==> config.mk <==
export PLATFORM = sky130hd
export DESIGN_NAME = wallace_mult_pipe
export DESIGN_NICKNAME = d
export VERILOG_FILES = /design/src/rtl/wallace_mult_pipe.sv
export SDC_FILE = /design/constraint.sdc
export NUM_CORES = 1
export LEC_CHECK = 0
export BUFFER_PORTS_ARGS = -buffer_cell sky130_fd_sc_hd__buf_2
export CORE_ASPECT_RATIO = 0.9
export CORE_MARGIN = 3
export CORE_UTILIZATION = 57
export DETAILED_ROUTE_END_ITERATION = 6
export PLACE_DENSITY = 0.74
export SLEW_MARGIN = 5
export SYNTH_ARGS = -nofsm -noshare
export SYNTH_HDL_FRONTEND = slang
export SYNTH_SLANG_ARGS = --single-unit
export TNS_END_PERCENT = 100
==> constraint.sdc <==
create_clock -name clk -period 4 [get_ports clk]
set_input_delay 0.2 -clock clk [delete_from_list [all_inputs] [get_ports clk]]
set_output_delay 0.2 -clock clk [all_outputs]
set_load 0.01 [all_outputs]
==> src/rtl/wallace_mult_pipe.sv <==
// Pipelined Wallace-tree multiplier with valid/ready handshake and a per-operand
// signed/unsigned mode. Signed operands use a Baugh-Wooley partial-product matrix;
// the same matrix with no inversions and no correction row gives the unsigned product.
// Stage 1 registers the partial products, middle stages hold CSA tree levels,
// and the last stage registers the carry-propagate result.
module wallace_mult_pipe #(
    parameter int W      = 16,
    parameter int STAGES = 3
) (
    input  logic           clk,
    input  logic           rst_n,
    input  logic           in_valid,
    output logic           in_ready,
    input  logic [W-1:0]   a,
    input  logic [W-1:0]   b,
    input  logic           is_signed,
    output logic           out_valid,
    input  logic           out_ready,
    output logic [2*W-1:0] product,
    output logic [2:0]     inflight
);
    localparam int PW   = 2 * W;
    localparam int MAXR = W + 1;   // W partial-product rows plus one correction row

    typedef logic [MAXR-1:0][PW-1:0] rows_t;

    // Row count after lv Wallace levels (groups of three become two rows).
    function automatic int rows_after(input int lv);
        int n;
        n = MAXR;
        for (int i = 0; i < lv; i++)
            if (n > 2) n = 2 * (n / 3) + n % 3;
        return n;
    endfunction

    // Number of levels needed to bring the matrix down to two rows.
    function automatic int num_levels();
        int n;
        int l;
        n = MAXR;
        l = 0;
        for (int i = 0; i < 16; i++)
            if (n > 2) begin
                n = 2 * (n / 3) + n % 3;
                l++;
            end
        return l;
    endfunction

    localparam int NLEV = num_levels();
    localparam int MID  = (STAGES > 2) ? STAGES - 2 : 0;
    localparam int MIDD = (MID > 0) ? MID : 1;

    // A pipeline register follows level k when this returns 1. Level 0 is the raw
    // partial-product matrix; the tree levels are split evenly over the middle stages.
    function automatic logic is_bnd(input int k);
        if (STAGES == 1) return 1'b0;
        if (k == 0) return 1'b1;
        for (int s = 1; s <= MID; s++)
            if (k == (NLEV * s + MID - 1) / MIDD) return 1'b1;
        return 1'b0;
    endfunction

    // Baugh-Wooley matrix: in signed mode the cross terms touching exactly one sign
    // bit are inverted, and 2^W + 2^(2W-1) corrects for the inversions (mod 2^2W).
    function automatic rows_t pp_gen(input logic [W-1:0] x, input logic [W-1:0] y,
                                     input logic s);
        rows_t r;
        logic [PW-1:0] row;
        r = '0;
        for (int i = 0; i < W; i++) begin
            row = '0;
            for (int j = 0; j < W; j++)
                row[i+j] = (x[j] & y[i]) ^ (s & ((i == W - 1) != (j == W - 1)));
            r[i] = row;
        end
        row       = '0;
        row[W]    = s;
        row[PW-1] = s;
        r[W]      = row;
        return r;
    endfunction

    // One Wallace level: full adders on each complete group of three rows, a half
    // adder on a two-row remainder, a single leftover row passes straight through.
    function automatic rows_t csa_lvl(input rows_t r, input int n);
        rows_t o;
        logic [PW-1:0] x, y, z;
        int g, m;
        o = '0;
        g = n / 3;
        m = n % 3;
        for (int i = 0; i < MAXR / 3; i++)
            if (i < g) begin
                x = r[3*i];
                y = r[3*i+1];
                z = r[3*i+2];
                o[2*i]   = x ^ y ^ z;
                o[2*i+1] = ((x & y) | (x & z) | (y & z)) << 1;
            end
        if (m == 1) begin
            o[2*g] = r[3*g];
        end else if (m == 2) begin
            x = r[3*g];
            y = r[3*g+1];
            o[2*g]   = x ^ y;
            o[2*g+1] = (x & y) << 1;
        end
        return o;
    endfunction

    function automatic logic [PW-1:0] cpa(input rows_t r);
        return r[0] + r[1];
    endfunction

    logic              adv;
    logic              xfer_in, xfer_out;
    logic [STAGES:1]   vld_q;
    logic [PW-1:0]     prod_q;
    logic [2:0]        cnt_q, cnt_d;
    rows_t             lvl_d [NLEV+1];
    rows_t             lvl_o [NLEV+1];

    // The whole pipe moves together; a stall freezes bubbles as well as data.
    assign adv      = !vld_q[STAGES] | out_ready;
    assign xfer_in  = in_valid & adv;
    assign xfer_out = vld_q[STAGES] & out_ready;

    assign lvl_d[0] = pp_gen(a, b, is_signed);

    for (genvar k = 0; k <= NLEV; k++) begin : g_lvl
        if (is_bnd(k)) begin : g_reg
            rows_t rows_q;
            // Tree-level register, loaded only when the pipe advances.
            always_ff @(posedge clk or negedge rst_n) begin
                if (!rst_n)   rows_q <= '0;
                else if (adv) rows_q <= lvl_d[k];
            end
            assign lvl_o[k] = rows_q;
        end else begin : g_thru
            assign lvl_o[k] = lvl_d[k];
        end
        if (k < NLEV) begin : g_csa
            assign lvl_d[k+1] = csa_lvl(lvl_o[k], rows_after(k));
        end
    end

    // Valid bits shift alongside the data so bubbles keep their place.
    always_ff @(posedge clk or negedge rst_n) begin
        if (!rst_n) begin
            vld_q <= '0;
        end else if (adv) begin
            vld_q[1] <= in_valid;
            for (int s = 2; s <= STAGES; s++) vld_q[s] <= vld_q[s-1];
        end
    end

    // Final carry-propagate add into the output register.
    always_ff @(posedge clk or negedge rst_n) begin
        if (!rst_n)   prod_q <= '0;
        else if (adv) prod_q <= cpa(lvl_o[NLEV]);
    end

    // Occupancy: up on accept, down on consume, unchanged when both or neither.
    always_comb begin
        cnt_d = cnt_q;
        if (xfer_in && !xfer_out)      cnt_d = cnt_q + 3'd1;
        else if (!xfer_in && xfer_out) cnt_d = cnt_q - 3'd1;
    end

    // Occupancy register.
    always_ff @(posedge clk or negedge rst_n) begin
        if (!rst_n) cnt_q <= '0;
        else        cnt_q <= cnt_d;
    end

    assign in_ready  = adv;
    assign out_valid = vld_q[STAGES];
    assign product   = prod_q;
    assign inflight  = cnt_q;
endmodule
* Word-level counts from Yosys, hierarchy flattened *
Cells that the tools add are included.
W data, S select, Z words.

word-level totals
  input port bits = 37
  output and inout port bits = 37
  register bits after elaboration = 358

cells by class
  mux-type cells = 2
  add/subtract/negate cells = 3
  bitwise gates (word level) = 398
  reductions and logical operators = 6

operator list
  cell              number
  $and A31 B31 Y31  31
  $or A31 B31 Y31   25
  $xor A32 B32 Y32  21
  $and A1 B1 Y1     258
  $add A32 B32 Y32  1
  $xor A31 B32 Y32  1
  $and A31 B17 Y31  1
  $or A31 B18 Y31   1
  $or A31 B21 Y31   1
  $or A31 B24 Y31   1
  $or A31 B27 Y31   1
  $or A31 B30 Y31   1
  $and A28 B30 Y30  1
  $and A29 B30 Y30  1
  $xor A1 B1 Y1     30
  $xor A29 B30 Y30  1
  $and A28 B29 Y29  1
  $xor A28 B29 Y29  1
  $and A25 B27 Y27  1
  $and A26 B27 Y27  1
  $xor A26 B27 Y27  1
  $and A25 B26 Y26  1
  $xor A25 B26 Y26  1
  $and A22 B24 Y24  1
  other kinds (21)  25

* Longest topological paths before layout *
Gate-level depths: netlist of the first run.

  word-level depth = 18
  mapped depth = 14
  mapped depth without buffers = 14

* Least setup slack after synthesis of the first run *
No wires, ideal clock.

  path type = register to register
  from = reg g_lvl[0].g_reg.rows_q[405] (netlist bit)
  to = reg g_lvl[6].g_reg.rows_q[21] (netlist bit)
  arrival = 3595 ps
  stages on the path, launching flop included = 13
  required time = 3883 ps
  clock period less this slack = 3712 ps
  library setup time = 117 ps
  path slack = 288 ps
  cells stage by stage = dfrtp_1 -> fa_1 -> inv_1 -> fa_1 -> fa_1 -> inv_1 -> fa_1 -> inv_1 -> fa_1 -> inv_1 -> fa_1 -> nand2_1 -> nand2_1

RTL lines
  element                 RTL line  RTL
  start, declared         133       rows_t rows_q;
  start signal, assigned  137       else if (adv) rows_q <= lvl_d[k];
  end signal, assigned    137
  end, declared           133

==> results.py, run 1 <==
metrics = {
    "status": {
        "outcome": "complete, no violations",
    },
    "power_and_ir_drop": {
        "p_sw_share_pct": 44.5,
        "p_clk_share_pct": 15.1,
        "peakVddDrop_uv": 616,
        "p_sw_w": 0.0101,
        "p_int_w": 0.0125,
        "p_seq_share_pct": 23.2,
        "leakage_nw": 12.0,
        "p_per_area_mw_per_mm2": 980,
        "combinationalPowerShare_pct": 61.7,
    },
    "grt": {
        "gr-usage-met3_pct": 3.36,
        "grt_overflow": 0,
        "grt_use_total_pct": 25.5,
        "grtUsageMet1_pct": 35.1,
        "grt_use_met2_pct": 43.2,
        "grt-busiest-layer": "met2",
        "grt_pass1_vias": 15842,
        "antenna_found_initial": 1,
        "grt_max_degree": 182,
        "grt_pass1_wl_microns": 81800,
    },
    "synthesis": {
        "synth_edf_count": 0,
        "synthFlopType": "dfrtp_1",
        "avgSynthCellArea_sq_um": 9.44,
        "ys_types": 58,
        "synth_warnings": 0,
        "synth_top_area_share_pct": 41.3,
        "synthMuxAreaShare_pct": 0.205,
        "synth-compound-area-share_pct": 5.44,
        "yosysTopAreaCell": "dfrtp_1",
        "synthSimpleGateAreaFrac_pct": 17.8,
        "synthesis.area_sq_mm": 0.0213,
        "syn_nets": 2608,
        "async_reset_ff_share_pct": 100,
        "synth_fa_ha_area_share_pct": 25.3,
        "synth_top_family_by_area": "adder cells",
        "synth.area.top_cells": "dfrtp_1 (41%), fa_1 (19%), nand2_1 (11%)",
        "ys_seq_area_share_pct": 41.3,
        "synthCells": 2260,
        "synth-xor-area-share_pct": 2.05,
        "ys_ff_latch": 352,
    },
    "setup_path": {
        "required_ps": 4410,
        "path_common_cell": "fa_1",
        "regToRegEndpoint": "g_lvl[6].g_reg.rows_q[19]",
        "path_class": "reg2reg",
        "cp.arrival_ps": 4210,
        "start_kind": "register",
        "crit_chain": "fa_1, inv_1, fa_1, fa_1, fa_1, fa_1, inv_1, fa_1, nand2_1, nand2_1",
        "critPathSlowestCell": "fa_1",
        "cp.depth": 10,
        "slowest_delay_ps": 570,
        "ff2ff_path_depth": 10,
        "crit_end": "g_lvl[6].g_reg.rows_q[19]",
        "cp-startpoint": "g_lvl[0].g_reg.rows_q[403]",
        "cp_top_family": "adder cells",
        "critical_path_buf_inv_count": 2,
        "r2r_start": "g_lvl[0].g_reg.rows_q[403]",
        "cp-end-kind": "register",
        "crit_fanout": 2,
        "r2r_slack_ps": 210,
    },
    "sta": {
        "slew-limit-headroom_pct": 25.4,
        "clock_skew_ps": 12.5,
        "setup_viol": 0,
        "hold_viol": 0,
        "min_period_over_period_pct": 94.8,
        "rsz0062_at_grt": "false",
        "tns_ps": 0,
        "tightest_slew_ps": 1120,
        "finalCriticalPeriod_ps": 3790,
        "clock.fmax_mhz": 264,
        "finalWorstSetupSlack_ps": 207,
        "slew_viol_final": 0,
    },
    "cts": {
        "cts.path.max_buffers": 3,
        "post_cts_resized": 0,
        "htreeDepth": 2,
        "cts.sink_count": 352,
        "root_buffer": "clkbuf_16",
        "cts_tree": "yes",
        "post_cts_buffers": 0,
        "hold_buffers": 2,
        "numCtsBuffers": 38,
        "clk_pin_slew_ps": 60,
        "clk_latency_ps": 540,
    },
    "detailed_routing": {
        "post_drt_wl_per_cell_microns": 17.7,
        "vias": 14932,
        "dr.pass1.iters": 5,
        "drc": 0,
        "drtAntennaViolNets": 0,
        "drt_iter0_drc": 1170,
        "wl_microns": 48500,
        "route.detailed.vias_per_inst": 5.46,
    },
    "cells_and_area": {
        "mostFrequentLayoutCells": "nand2_1 (599), dfrtp_1 (352), inv_1 (281)",
        "nets": 2583,
        "stdcell_area_sq_mm": 0.0231,
        "fillers": 2978,
        "drive_gt1_share_pct": 7.08,
        "instances_no_fill": 2736,
        "multi_input_area_sq_mm": 0.0109,
        "layout_commonest_cell": "nand2_1",
        "area_growth_pct": 8.16,
        "ff_latch_area_sq_mm": 0.00881,
    },
    "hold_path": {
        "worstHoldStart": "a[0]",
        "hold_path.class": "in2reg",
    },
    "placement": {
        "gp_congestion": 0.872,
        "place_hpwl_microns": 33300,
        "place_ws_ps": 211,
        "dp.cells": 2669,
        "portBuffers": 73,
        "postPlaceCellArea_sq_mm": 0.0219,
    },
    "die": {
        "dieWidth_microns": 210,
        "die_area_sq_mm": 0.0398,
        "coreArea_sq_mm": 0.0365,
        "start_util_pct": 58.4,
        "num_rows": 66,
        "die_height_microns": 190,
        "io_pins": 74,
    },
    "flow_run": {
        "drv_cap": 0,
    },
}
[cell type report]
class	count	share of cell area, %
antenna	1	0.0108
multi-input combinational	1475	47.1
sequential	352	38.2
inverter	282	4.62
tap	476	2.58
clock inverter	3	0.0651
clock buffer	61	5.08
timing repair buffer	86	2.40
[synth_stat cells (2+ instances only)]
| cell | n |
|---|---|
| a31oi_1 | 4 |
| a211oi_2 | 4 |
| a211oi_1 | 5 |
| inv_1 | 281 |
| xnor2_1 | 12 |
| nor2_1 | 62 |
| mux2_2 | 3 |
| and3_1 | 4 |
| o211ai_2 | 2 |
| o31ai_2 | 2 |
| and2_1 | 2 |
| fa_1 | 201 |
| nand4_1 | 2 |
| o21ai_1 | 4 |
| o211ai_1 | 3 |
| nand2b_1 | 5 |
| or3_1 | 2 |
| a21oi_2 | 3 |
| a21oi_1 | 63 |
| ha_1 | 110 |
| a21o_1 | 6 |
| nand2_1 | 599 |
| xor2_1 | 38 |
| nor3_1 | 5 |
| dfrtp_1 | 352 |
| buf_1 | 33 |
| a211o_1 | 2 |
| buf_6 | 2 |
| clkbuf_1 | 92 |
| o21a_1 | 5 |
| o21ai_0 | 74 |
| buf_2 | 23 |
| o21ai_2 | 2 |
| nand3_1 | 229 |
[flip-flops by register name, summed over array words and instances, names as in the netlist]
name / count
vld_q: 3
product: 32
inflight: 3
g_lvl.g_reg.rows_q: 314
[power by group through the flow]
stage	clock, W	sequential [W]	combinational, W
after global placement	0	0.00527	0.0136
after floorplan	0	0.00526	0.0102
after detailed placement	0	0.00532	0.0141
final	0.00340	0.00525	0.0140
after CTS	0.00347	0.00526	0.0142
after global routing	0.00361	0.00537	0.0162
[cell families (layout without fill, tap and decap cells)]
| kind of cell | count (synthesis) | after routing |
|---|---|---|
| AO/OA/AOI/OAI | 192 | 192 |
| XOR/XNOR | 50 | 50 |
| adder cells (fa/ha/maj) | 311 | 311 |
| buffers and inverters | 433 | 432 |
| flip-flops | 352 | 352 |
| multiplexers | 4 | 4 |
| other | 0 | 1 |
| AND/OR/NAND/NOR | 918 | 918 |
[per-stage QoR]
step	total power [W]	utilization, %	hold slack [ps]
after detailed placement	0.0194	59.9	318
after global routing	0.0252	63.2	112
after CTS	0.0229	63.2	87.8
final	0.0226	63.2	111
after floorplan	0.0155	-	-95.6
after global placement	0.0189	59.9	311
[routing by layer]
| layer | part of all wire, % | vias to the layer above |
|---|---|---|
| met4 | 2.1 | 0 |
| met5 | 0 | - |
| li1 | - | 6966 |
| met2 | 51 | 383 |
| met1 | 42 | 7501 |
| met3 | 5.2 | 82 |
[how the worst min path moves through the flow]
| stage | end | slack [ps] | depth (start not counted) |
|---|---|---|---|
| floorplan | g_lvl[0].g_reg.rows_q[0] | -100 | 0 |
| global placement | inflight[2] | 310 | 1 |
| detailed placement | inflight[1] | 320 | 1 |
| CTS | g_lvl[0].g_reg.rows_q[132] | 90 | 3 |
| global route | g_lvl[0].g_reg.rows_q[330] | 110 | 3 |
| finish | g_lvl[0].g_reg.rows_q[429] | 110 | 3 |
[worst min-delay path, cell delays in order]
cell and delay, ps:
buf_2 230, nand3_1 120, nand2_1 50
(Power assumes the default switching activity.)
==> run 2, diff against run 1 <==
--- a/config.mk
+++ b/config.mk
@@ -11,7 +11,8 @@
 export CORE_UTILIZATION = 57
 export DETAILED_ROUTE_END_ITERATION = 6
 export PLACE_DENSITY = 0.74
-export SLEW_MARGIN = 5
+export RECOVER_POWER = 50
+export SLEW_MARGIN = 20
 export SYNTH_ARGS = -nofsm -noshare
 export SYNTH_HDL_FRONTEND = slang
 export SYNTH_SLANG_ARGS = --single-unit
==> run 2 against run 1 <==
Effect of this change: the flow now finishes with violations (DRC, capacitance limit, slew limit); combinational power about the same; worst setup slack improved by 4.0 ps; sequential power barely moved; critical path depth is the same; wire length is essentially flat; non-clock buffer count did not move; highest routed layer unchanged.
==> results.py, run 2 (same netlist as run 1, synthesis figures left out) <==
metrics = {
    "cts": {
        "cts_tree": "yes",
        "clk_latency_ps": 530,
        "htreeDepth": 2,
        "cts.path.max_buffers": 3,
        "post_cts_buffers": 0,
        "clk_pin_slew_ps": 60,
        "numCtsBuffers": 38,
        "root_buffer": "clkbuf_16",
        "cts.sink_count": 352,
    },
    "hold_path": {
        "hold_depth": 3,
        "hold_path.class": "in2reg",
    },
    "detailed_routing": {
        "vias": 14995,
        "route.detailed.vias_per_inst": 5.48,
        "drtAntennaViolNets": 0,
        "drc": 2,
        "post_drt_wl_per_cell_microns": 17.7,
        "dr.pass1.iters": 7,
        "drt_iter0_drc": 1204,
        "wl_microns": 48500,
    },
    "sta": {
        "clock_skew_ps": 11.4,
        "finalCriticalPeriod_ps": 3790,
        "clock.fmax_mhz": 264,
        "setup_viol": 0,
        "slew-limit-headroom_pct": -89.8,
        "tns_ps": 0,
        "rsz0062_at_grt": "false",
        "slew_viol_final": 225,
        "hold_viol": 0,
        "whs_ps": 115,
        "min_period_over_period_pct": 94.7,
        "tightest_slew_ps": 2850,
    },
    "power_and_ir_drop": {
        "leakage_nw": 11.9,
        "total_power_w": 0.0226,
        "peakVddDrop_uv": 618,
        "p_per_area_mw_per_mm2": 982,
    },
    "grt": {
        "grt_overflow": 0,
        "antenna_found_initial": 1,
        "grt_pass1_vias": 15842,
        "grt_max_degree": 182,
        "grt_use_total_pct": 25.5,
        "grt_pass1_wl_microns": 81800,
    },
    "cells_and_area": {
        "stdcell_area_sq_mm": 0.0230,
        "layout_commonest_cell": "nand2_1",
        "area_growth_pct": 7.89,
        "largest-register": "g_lvl.g_reg.rows_q",
        "instances_no_fill": 2736,
        "mostFrequentLayoutCells": "nand2_1 (599), dfrtp_1 (352), inv_1 (281)",
        "drive_gt1_share_pct": 5.49,
        "largest_reg_flops": 314,
        "nets": 2583,
        "fillers": 3009,
    },
    "setup_path": {
        "cp.arrival_ps": 4200,
        "path_class": "reg2reg",
        "crit_fanout": 2,
        "start_kind": "register",
        "required_ps": 4410,
        "cp-end-kind": "register",
        "ff2ff_path_depth": 10,
    },
    "die": {
        "die_height_microns": 190,
        "coreArea_sq_mm": 0.0365,
        "num_rows": 66,
        "start_util_pct": 58.4,
        "dieWidth_microns": 210,
        "die_area_sq_mm": 0.0398,
        "io_pins": 74,
    },
    "placement": {
        "postPlaceCellArea_sq_mm": 0.0219,
        "dp.cells": 2669,
        "portBuffers": 73,
        "place_hpwl_microns": 33300,
        "gp_congestion": 0.872,
    },
    "status": {
        "outcome": "finished, violations left",
        "violations": "DRC, capacitance limit, slew limit",
    },
    "flow_run": {
        "drv_cap": 2,
    },
}
## run 2: cell count changes in the layout (fill, tap and decap cells not counted), sizes merged
cell      change
buf          -37
clkbuf       +37
clkinvlp      +1
inv           -1
## run 2: repair_timing
| item | CTS | global route |
|---|---|---|
| resized for setup | 0 | 0 |
| hold endpoints to repair | 107 | 0 |
| hold buffers | 2 | 0 |
## run 2: stage by stage
| stage | utilization, % | setup WS [ps] |
|---|---|---|
| global placement | 59.9 | 188 |
| finish | 63.0 | 211 |
| floorplan | - | 288 |
| CTS | 63.2 | 206 |
| global route | 63.0 | 86.2 |
| detailed placement | 59.9 | 211 |
## run 2: final timing paths
path,from,endpoint,slack (ps)
worst max-delay path,g_lvl[0].g_reg.rows_q[403],g_lvl[6].g_reg.rows_q[19],210
worst min-delay path,a[0],g_lvl[0].g_reg.rows_q[429],110
worst max register to register,g_lvl[0].g_reg.rows_q[403],g_lvl[6].g_reg.rows_q[19],210
worst min register to register,vld_q[2],vld_q[2],460
max in group asynchronous,rst_n,g_lvl[0].g_reg.rows_q[172],1210
min in group asynchronous,rst_n,inflight[1],1080
## run 2: routing by layer
metal	track usage, %	part of all wire, %	vias up
li1	-	-	6965
met4	6.72	2.4	0
met5	0	0	-
met3	3.36	4.5	94
met2	43.2	51	373
met1	35.1	42	7563
## run 2: layout make-up
type	count	area [sq um]	share of cell area, %
multi-input combinational	1475	10900	47.2
sequential	352	8810	38.3
clock buffer	61	1170	5.09
inverter	282	1060	4.62
tap	476	596	2.59
timing repair buffer	86	498	2.16
clock inverter	3	15.0	0.0653
antenna	1	2.50	0.0109
## run 2: report_power, final
part	switching [W]	internal, W	total, W
Sequential	0.000585	0.00468	0.00526
Combinational	0.00809	0.00583	0.0139
Clock	0.00141	0.00199	0.00340
Total	0.0101	0.0125	0.0226
## run 2: worst max-delay path, cell delays in order, from the launching register on
cell and delay [ps]:
dfrtp_1 400, fa_1 540, inv_1 50, fa_1 570, fa_1 460, fa_1 540
fa_1 500, inv_1 50, fa_1 420, nand2_1 70, nand2_1 50
